$ cat src/rtl/mac8_pkg.sv
// mac8_pkg: shared types and widths for the mac_8 time-domain datapath
package mac8_pkg;

    localparam int DEF_CNT_W = 8;
    localparam int DEF_ACC_W = 16;
    localparam int NT_W      = 8;

    typedef enum logic [1:0] {
        IDLE,
        ARMED,
        HIGH,
        DONE
    } state_t;

endpackage

$ cat src/rtl/tdc_pw_cnt.sv
// tdc_pw_cnt: edge detector plus saturating pulse-width counter for one DTC pulse
module tdc_pw_cnt #(
    parameter int CNT_W = 8
) (
    input  logic             clk,
    input  logic             rst,
    input  logic             tdc_in,
    input  logic             en_rise,
    input  logic             en_cnt,
    output logic [CNT_W-1:0] cnt,
    output logic             rise,
    output logic             done,
    output logic             sat
);

    logic             tdc_d_q;
    logic [CNT_W-1:0] cnt_q;
    logic [CNT_W-1:0] cnt_d;

    // a rising edge restarts the count at 1; high cycles while counting add one, clipped at full scale
    always_comb begin
        rise  = tdc_in & ~tdc_d_q;
        done  = en_cnt & ~tdc_in;
        sat   = en_cnt & tdc_in & (&cnt_q);
        cnt_d = (en_rise && rise) ? CNT_W'(1) :
                (en_cnt && tdc_in && !(&cnt_q)) ? cnt_q + CNT_W'(1) : cnt_q;
    end

    // previous input sample for edge detection and the running width
    always_ff @(posedge clk or negedge rst) begin
        if (!rst) begin
            tdc_d_q <= 1'b0;
            cnt_q   <= '0;
        end else begin
            tdc_d_q <= tdc_in;
            cnt_q   <= cnt_d;
        end
    end

    assign cnt = cnt_q;

endmodule

$ cat src/rtl/tdc_acc.sv
// tdc_acc: sums the widths of a programmed number of DTC pulses into a saturating MAC result
module tdc_acc
    import mac8_pkg::*;
#(
    parameter int CNT_W = DEF_CNT_W,
    parameter int ACC_W = DEF_ACC_W
) (
    input  logic             clk,
    input  logic             rst,
    input  logic             start,
    input  logic [NT_W-1:0]  n_terms,
    input  logic             tdc_in,
    output logic [ACC_W-1:0] acc_out,
    output logic [CNT_W-1:0] count_out,
    output logic             valid,
    output logic             busy,
    output logic             ovf
);

    state_t           state_q, state_d;
    logic [NT_W-1:0]  rem_q, rem_d;
    logic [ACC_W-1:0] acc_q, acc_d;
    logic [CNT_W-1:0] count_q, count_d;
    logic             ovf_q, ovf_d;
    logic [ACC_W:0]   sum;
    logic [CNT_W-1:0] pw_cnt;
    logic             pw_rise, pw_done, pw_sat;

    // start overrides everything, so a pulse edge in the start cycle is never acted on
    tdc_pw_cnt #(.CNT_W(CNT_W)) u_pw (
        .clk     (clk),
        .rst     (rst),
        .tdc_in  (tdc_in),
        .en_rise (state_q == ARMED && !start),
        .en_cnt  (state_q == HIGH && !start),
        .cnt     (pw_cnt),
        .rise    (pw_rise),
        .done    (pw_done),
        .sat     (pw_sat)
    );

    // frame sequencing, remaining-terms countdown and saturating accumulation
    always_comb begin
        state_d = state_q;
        rem_d   = rem_q;
        acc_d   = acc_q;
        count_d = count_q;
        ovf_d   = ovf_q | pw_sat;
        sum     = {1'b0, acc_q} + (ACC_W+1)'(pw_cnt);
        if (start) begin
            state_d = (n_terms == '0) ? DONE : ARMED;
            rem_d   = n_terms;
            acc_d   = '0;
            ovf_d   = 1'b0;
        end else begin
            case (state_q)
                ARMED: state_d = pw_rise ? HIGH : ARMED;
                HIGH: if (pw_done) begin
                    acc_d   = sum[ACC_W] ? '1 : sum[ACC_W-1:0];
                    ovf_d   = ovf_q | sum[ACC_W];
                    count_d = pw_cnt;
                    rem_d   = rem_q - NT_W'(1);
                    state_d = (rem_q == NT_W'(1)) ? DONE : ARMED;
                end
                DONE:    state_d = IDLE;
                default: state_d = IDLE;
            endcase
        end
    end

    // frame state registers
    always_ff @(posedge clk or negedge rst) begin
        if (!rst) begin
            state_q <= IDLE;
            rem_q   <= '0;
            acc_q   <= '0;
            count_q <= '0;
            ovf_q   <= 1'b0;
        end else begin
            state_q <= state_d;
            rem_q   <= rem_d;
            acc_q   <= acc_d;
            count_q <= count_d;
            ovf_q   <= ovf_d;
        end
    end

    assign acc_out   = acc_q;
    assign count_out = count_q;
    assign ovf       = ovf_q;
    assign valid     = (state_q == DONE);
    assign busy      = (state_q == ARMED) || (state_q == HIGH);

endmodule

$ cat config.mk
export PLATFORM = sky130hd
export DESIGN_NAME = tdc_acc
export DESIGN_NICKNAME = d
export VERILOG_FILES = /design/src/rtl/mac8_pkg.sv /design/src/rtl/tdc_pw_cnt.sv /design/src/rtl/tdc_acc.sv
export SDC_FILE = /design/constraint.sdc
export NUM_CORES = 1
export LEC_CHECK = 0
export CAP_MARGIN = 0
export CORE_UTILIZATION = 40
export DETAILED_ROUTE_END_ITERATION = 8
export DONT_BUFFER_PORTS = 1
export PLACE_DENSITY_LB_ADDON = 0.05
export SETUP_SLACK_MARGIN = 0.15
export SLEW_MARGIN = 20
export SYNTH_ARGS = -nofsm -noshare
export SYNTH_HDL_FRONTEND = slang
export SYNTH_HIERARCHICAL = 1
export SYNTH_SLANG_ARGS = --single-unit
$ cat constraint.sdc
create_clock -name clk -period 3.1 [get_ports clk]
set_clock_uncertainty 0.05 [all_clocks]
set_input_delay 0.31 -clock clk [delete_from_list [all_inputs] [get_ports clk]]
set_output_delay 0.31 -clock clk [all_outputs]
set_load 0.01 [all_outputs]
======== After elaboration in Yosys (flattened, before gate mapping) ========
Cells that the tools add are included.
storage, ports and cells
  word-level logic and storage cells ...... 57
  register bits ........................... 44
  output and inout bits ................... 27
  input port bits ......................... 12
operators by class
  add/subtract/negate cells ............... 3
  bitwise gates (word level) .............. 9
  muxes and demuxes ....................... 18
  reductions and logical operators ........ 15
  equality and inequality tests ........... 5
operators by type and width
  cell                                              number
  2-to-1 mux 16 bit                                 4
  2-to-1 mux 8 bit                                  5
  adder 16 x 8 -> 17 bit                            1
  2-to-1 mux 2 bit                                  5
  adder 8 x 1 -> 8 bit, second input constant       1
  == test 8 x 1 -> 1 bit, second input constant     1
  logical NOT 8 bit                                 1
  AND reduction 8 bit                               1
  subtractor 8 x 1 -> 8 bit, second input constant  1
  nonzero test 2 bit                                3
  logical AND 1 bit                                 5
  bitwise AND 1 bit                                 4
  == test 2 bit, second input constant              2
  one-hot mux 2 bit (2 select lines)                1
  2-to-1 mux 1 bit                                  3
  inequality test 3 bit, second input constant      1
  NOT 1 bit                                         3
  AND reduction 3 bit                               1
  == test 2 x 1 -> 1 bit, second input constant     1
  logical NOT 1 bit                                 2
  OR 1 bit                                          2
  AND reduction 2 bit                               1
  logical OR 1 bit                                  1

======== Longest topological paths before layout ========
  depth after elaboration ................. 8
  gate-level depth with buffers ........... 10
  depth with buffers taken out ............ 9

======== By module ========
Netlist, hierarchy kept.
modules (own cells, without submodules)
  module      sequential area each (µm²)  cells an instance  area an instance (µm²)  times used
  tdc_acc     875.8                       241                2118.3                  1
  tdc_pw_cnt  225.2                       48                 476.7                   1

======== Least setup slack after synthesis ========
Ideal clock, no wire load.
  path kind ............................... flip-flop to flip-flop
  start ................................... register state_q[0]
  end ..................................... register rem_q[6]
  setup time .............................. 0.125 ns
  path buffers ............................ 1
  clock period less this slack ............ 2.508 ns
  arrival ................................. 2.334 ns
  stages on the path, launching flop included .. 11
  required time ........................... 2.925 ns
  slack ................................... 0.592 ns
  cell sequence ........................... dfrtp_1 -> inv_1 -> ha_1 -> nor2b_1 -> nor2b_1 -> and2_1 -> clkbuf_1 -> nand3b_1 -> nor4_1 -> xor2_1 -> mux2_2
on the way
  longest elaborated chain between the ends .. 5
  elaborated cells between the ends (all ways) .. 6
  those cells by class .................... eq/ne: 1; bitwise: 1; reduce/logical: 4
RTL lines
  element                               RTL line          source
  start: declaration                    tdc_acc.sv:20     state_t state_q, state_d;
  start signal: assignment              tdc_acc.sv:80     state_q <= state_d;
  == test 2 bit                         tdc_acc.sv:35     .en_cnt (state_q == HIGH && !start),
  logical AND 1 bit                     tdc_acc.sv:35
  bitwise AND 1 bit                     tdc_pw_cnt.sv:23  done = en_cnt & ~tdc_in;
  named net pw_done                     tdc_acc.sv:27     logic pw_rise, pw_done, pw_sat;
  nonzero test 2 bit (no source line)   -
  AND reduction 2 bit (no source line)  -
  end signal: assignment                tdc_acc.sv:81     rem_q <= rem_d;
  end: declaration                      tdc_acc.sv:21     logic [NT_W-1:0] rem_q, rem_d;
The timed path passes the listed nets, and every way through them passes these cells.
A chain may end at the register's enable or synchronous reset.

======== Final worst setup path ========
  start ................................... register acc_q[0], in the netlist acc_out[0]
  end ..................................... register acc_q[15], in the netlist acc_out[15]
on the way
  longest elaborated chain between the ends .. 5
RTL lines
  element                   RTL line       source
  start: declaration        tdc_acc.sv:22  logic [ACC_W-1:0] acc_q, acc_d;
  start signal: assignment  tdc_acc.sv:76  acc_q <= '0;
  start signal: assignment  tdc_acc.sv:82  acc_q <= acc_d;
  adder 16 x 8 -> 17 bit    tdc_acc.sv:49  sum = {1'b0, acc_q} + (ACC_W+1)'(pw_cnt);
  2-to-1 mux 16 bit         tdc_acc.sv:59  acc_d = sum[ACC_W] ? '1 : sum[ACC_W-1:0];
  2-to-1 mux 16 bit         tdc_acc.sv:58  HIGH: if (pw_done) begin
  2-to-1 mux 16 bit         tdc_acc.sv:56  case (state_q)
  2-to-1 mux 16 bit         tdc_acc.sv:50  if (start) begin
Every way passes these cells. The select of a mux whose other input is x is not followed.

==> flow_summary.json <==
{
  "floorplan.die.width_um": 82.5,
  "clock_tree.root_cell": "sky130_fd_sc_hd__clkbuf_8",
  "maxSlewHeadroom_pct": 59.7,
  "placement_row_count": 28,
  "total_leakage_power_uw": 0.00135,
  "cts-buffers-inserted": 5,
  "place.detailed.hpwl_um": 4250,
  "multiInputGateArea_mm2": 0.00140,
  "design_area_mm2": 0.00286,
  "irDropWorstVdd_mv": 0.165,
  "critical_path.startpoint_type": "register",
  "htreeDepth": 2,
  "global_route_wire_length_before_repair_um": 10100,
  "buffer_ports.inserted": 0,
  "post-route-drc-count": 0,
  "die_height_um": 82.5,
  "synth-edff-count": 0,
  "max_slew.worst_pin.slew_ns": 0.603,
  "crit_chain": "ha_1, fa_1, a21o_1, a221o_1, a31o_1, nor4b_2, a211oi_1",
  "cell_variety_after_synth": 51,
  "synth_sequential_area_ratio_pct": 42.4,
  "power.sequential.fraction_pct": 51.6,
  "main_flop_type_after_synthesis": "sky130_fd_sc_hd__dfrtp_1",
  "drt-total-wl_um": 6260,
  "post_cts_setup_buffers": 0,
  "grtUsageTotal_pct": 19.9,
  "routedWlPerCell_um": 16.9,
  "cts_tree": "built",
  "p_sw_uw": 272,
  "max_stage_delay_ns": 0.44,
  "regToRegSetupSlack_ns": 0.49,
  "finalHoldViolCount": 0,
  "overflow": 0,
  "slew_violations": 0,
  "combPwrFrac_pct": 6.7,
  "num-fill-cells": 595,
  "finalCriticalPeriod_ns": 2.61,
  "core-area_mm2": 0.00610,
  "timing.hold.ws_ns": 0.0192,
  "finalPower_uw": 1180,
  "utilization_pct": 47.0,
  "power.clock.fraction_pct": 41.8,
  "antenna_cells": 0,
  "cp_data_required_time_ns": 3.23,
  "die-area_mm2": 0.00681,
  "final-setup-viol-count": 0,
  "maxCapViolations": 0,
  "detailedRoute.firstPassIterationCount": 4,
  "power_density_relative_to_cell_area_mw_per_mm2": 413,
  "timing.critical_path.slowest_stage_cell": "sky130_fd_sc_hd__dfrtp_1",
  "power_report.internal_total_uw": 910,
  "ant_nets": 0,
  "syn2layout_area_growth_pct": 10.3,
  "routed-via-count": 2067,
  "clock_tree.buffer_depth": 2,
  "cts_repair_resize_count": 0,
  "netlist_area_mm2": 0.00259,
  "placed_area_mm2": 0.00267,
  "layout.area.seq_mm2": 0.00110,
  "synth_warnings": 6,
  "initial_core_util_pct": 42.6,
  "syn-mean-instance-area_um2": 8.98,
  "fmax_ghz": 0.383,
  "cells_after_synth": 289,
  "final.setup.tns_ns": 0,
  "crit_fanout": 9,
  "p_sw_share_pct": 23.0,
  "final_replace_weighted_congestion": 0.840,
  "grt_max_degree": 45,
  "cp_top_family": "compound AO/OA/AOI/OAI gates",
  "worst-setup-path-type": "register to register",
  "outcome": "finished clean",
  "timing.critical_path.to_type": "register",
  "postSynthRegisterBits": 44,
  "worst-endpoint-arrival_ns": 2.75,
  "timing.hold.worst.class": "primary input to register",
  "boundaryPins": 39,
  "critPathBufInv": 0,
  "clk-insertion-delay-late_ns": 0.30,
  "post_synthesis_net_count": 316,
  "cts.clk_slew.worst_paths_ns": 0.09,
  "routed_via_density": 5.59,
  "async_reset_ff_share_pct": 100,
  "drtIter0Drc": 138,
  "antenna_found_initial": 0,
  "clock_sinks": 44,
  "crit_share_post_route_pct": 84.3,
  "proportion_of_layout_cells_with_a_drive_suffix_above_1_pct": 6.10,
  "cts_hold_buffers": 4,
  "setup_repair_after_global_routing_missed_its_margin": "false",
  "via_count_of_the_first_global_routing_pass": 2046,
  "num-nets-final": 321
}
## worst reg2reg max path: stages, from the launching register on
cell                       delay, ns
sky130_fd_sc_hd__dfrtp_1        0.44
sky130_fd_sc_hd__ha_1           0.26
sky130_fd_sc_hd__fa_1           0.42
sky130_fd_sc_hd__a21o_1         0.21
sky130_fd_sc_hd__a221o_1        0.38
sky130_fd_sc_hd__a31o_1         0.37
sky130_fd_sc_hd__nor4b_2        0.28
sky130_fd_sc_hd__a211oi_1       0.10
## placed cells by master (no fill, tap or decap), drive strengths merged, types with 6 or more instances in the layout
master,netlist,layout
clkbuf,9,7
o21ai,21,21
nor2,14,14
a21oi,14,14
nand2,58,58
nor3,8,8
xor2,9,9
nand3,7,7
and2,6,6
xnor2,9,9
dfrtp,44,44
inv,11,11
ha,14,14
## stage by stage
step / std cells / setup slack (ns)
after global routing: 370 / 0.348
after detailed placement: 357 / 0.506
after CTS: 369 / 0.488
final: 370 / 0.487
after global placement: 357 / 0.551
after floorplan: 289 / 0.592
## cell families (layout without fill, tap and decap cells)
group                    after synthesis  after routing  synth area share (%)
AND/OR/NAND/NOR                      122            122                  22.9
AO/OA/AOI/OAI                         65             65                  16.3
flip-flops                            44             44                  42.4
buffers and inverters                 22             28                  3.52
XOR/XNOR                              18             18                  6.08
adder cells (fa/ha/maj)               15             15                  7.52
multiplexers                           3              3                  1.21
## cell type report
cell class	count	area share [%]
clock inverters	1	1.05
well taps	75	3.28
inverters	11	1.44
flip-flops and latches	44	38.5
clock buffers	7	3.37
multi-input cells	223	49.0
repair buffers	9	3.41
## synthesized netlist by cell type, types with 2 or more instances
library cell	number	area share, %
sky130_fd_sc_hd__ha_1	14	6.8
sky130_fd_sc_hd__clkbuf_1	9	1.3
sky130_fd_sc_hd__nor2_1	14	2.0
sky130_fd_sc_hd__nand4_1	2	0.48
sky130_fd_sc_hd__a41o_1	2	0.77
sky130_fd_sc_hd__and2_1	6	1.4
sky130_fd_sc_hd__xor2_1	9	3.0
sky130_fd_sc_hd__a211oi_1	4	1.2
sky130_fd_sc_hd__nand2_1	58	8.4
sky130_fd_sc_hd__o211ai_1	3	0.87
sky130_fd_sc_hd__mux2i_1	2	0.77
sky130_fd_sc_hd__a31oi_1	4	0.96
sky130_fd_sc_hd__xnor2_1	9	3.0
sky130_fd_sc_hd__and3_1	5	1.2
sky130_fd_sc_hd__or4_1	2	0.58
sky130_fd_sc_hd__nand3_1	7	1.3
sky130_fd_sc_hd__o21ai_0	20	3.9
sky130_fd_sc_hd__a21o_1	4	1.2
sky130_fd_sc_hd__nor4_1	5	1.2
sky130_fd_sc_hd__dfrtp_1	44	42
sky130_fd_sc_hd__o31ai_1	2	0.58
sky130_fd_sc_hd__nand3b_1	2	0.58
sky130_fd_sc_hd__nor2b_1	4	0.96
sky130_fd_sc_hd__nor3_1	8	1.5
sky130_fd_sc_hd__a21oi_1	14	2.7
sky130_fd_sc_hd__inv_1	11	1.6
## metal layers
| metal | track usage [%] | part of all wire [%] | wire length [um] |
|---|---|---|---|
| met1 | 27.2 | 49 | 3050 |
| met3 | 4.40 | 4.3 | 270 |
| met2 | 31.2 | 46 | 2890 |
| met5 | 0 | 0 | 0 |
| met4 | 6.38 | 0.77 | 48 |
## path summary, 6_finish.rpt
path / startpoint / cells past startpoint / to
max: acc_out[0] / 7 / acc_out[15]
min: start / 1 / acc_out[8]
max reg2reg: acc_out[0] / 7 / acc_out[15]
min reg2reg: count_out[1] / 2 / count_out[1]
max in group asynchronous: rst / 2 / acc_out[4]
min in group asynchronous: rst / 2 / rem_q[1]
## state kept, by name (all words and copies together) (netlist names)
register / flops
count_out: 8
ovf: 1
acc_out: 16
u_pw/tdc_d_q: 1
u_pw/cnt: 8
state_q: 2
rem_q: 8
## power groups by stage
stage                     clock (uW)  combinational, uW  sequential [uW]
after detailed placement           0               58.4              621
after global placement             0               59.0              620
after CTS                        512               79.4              609
after global routing             529               91.8              612
final                            493               78.8              609
after floorplan                    0               51.7              616
No activity file was read; power rests on OpenSTA's default activity.
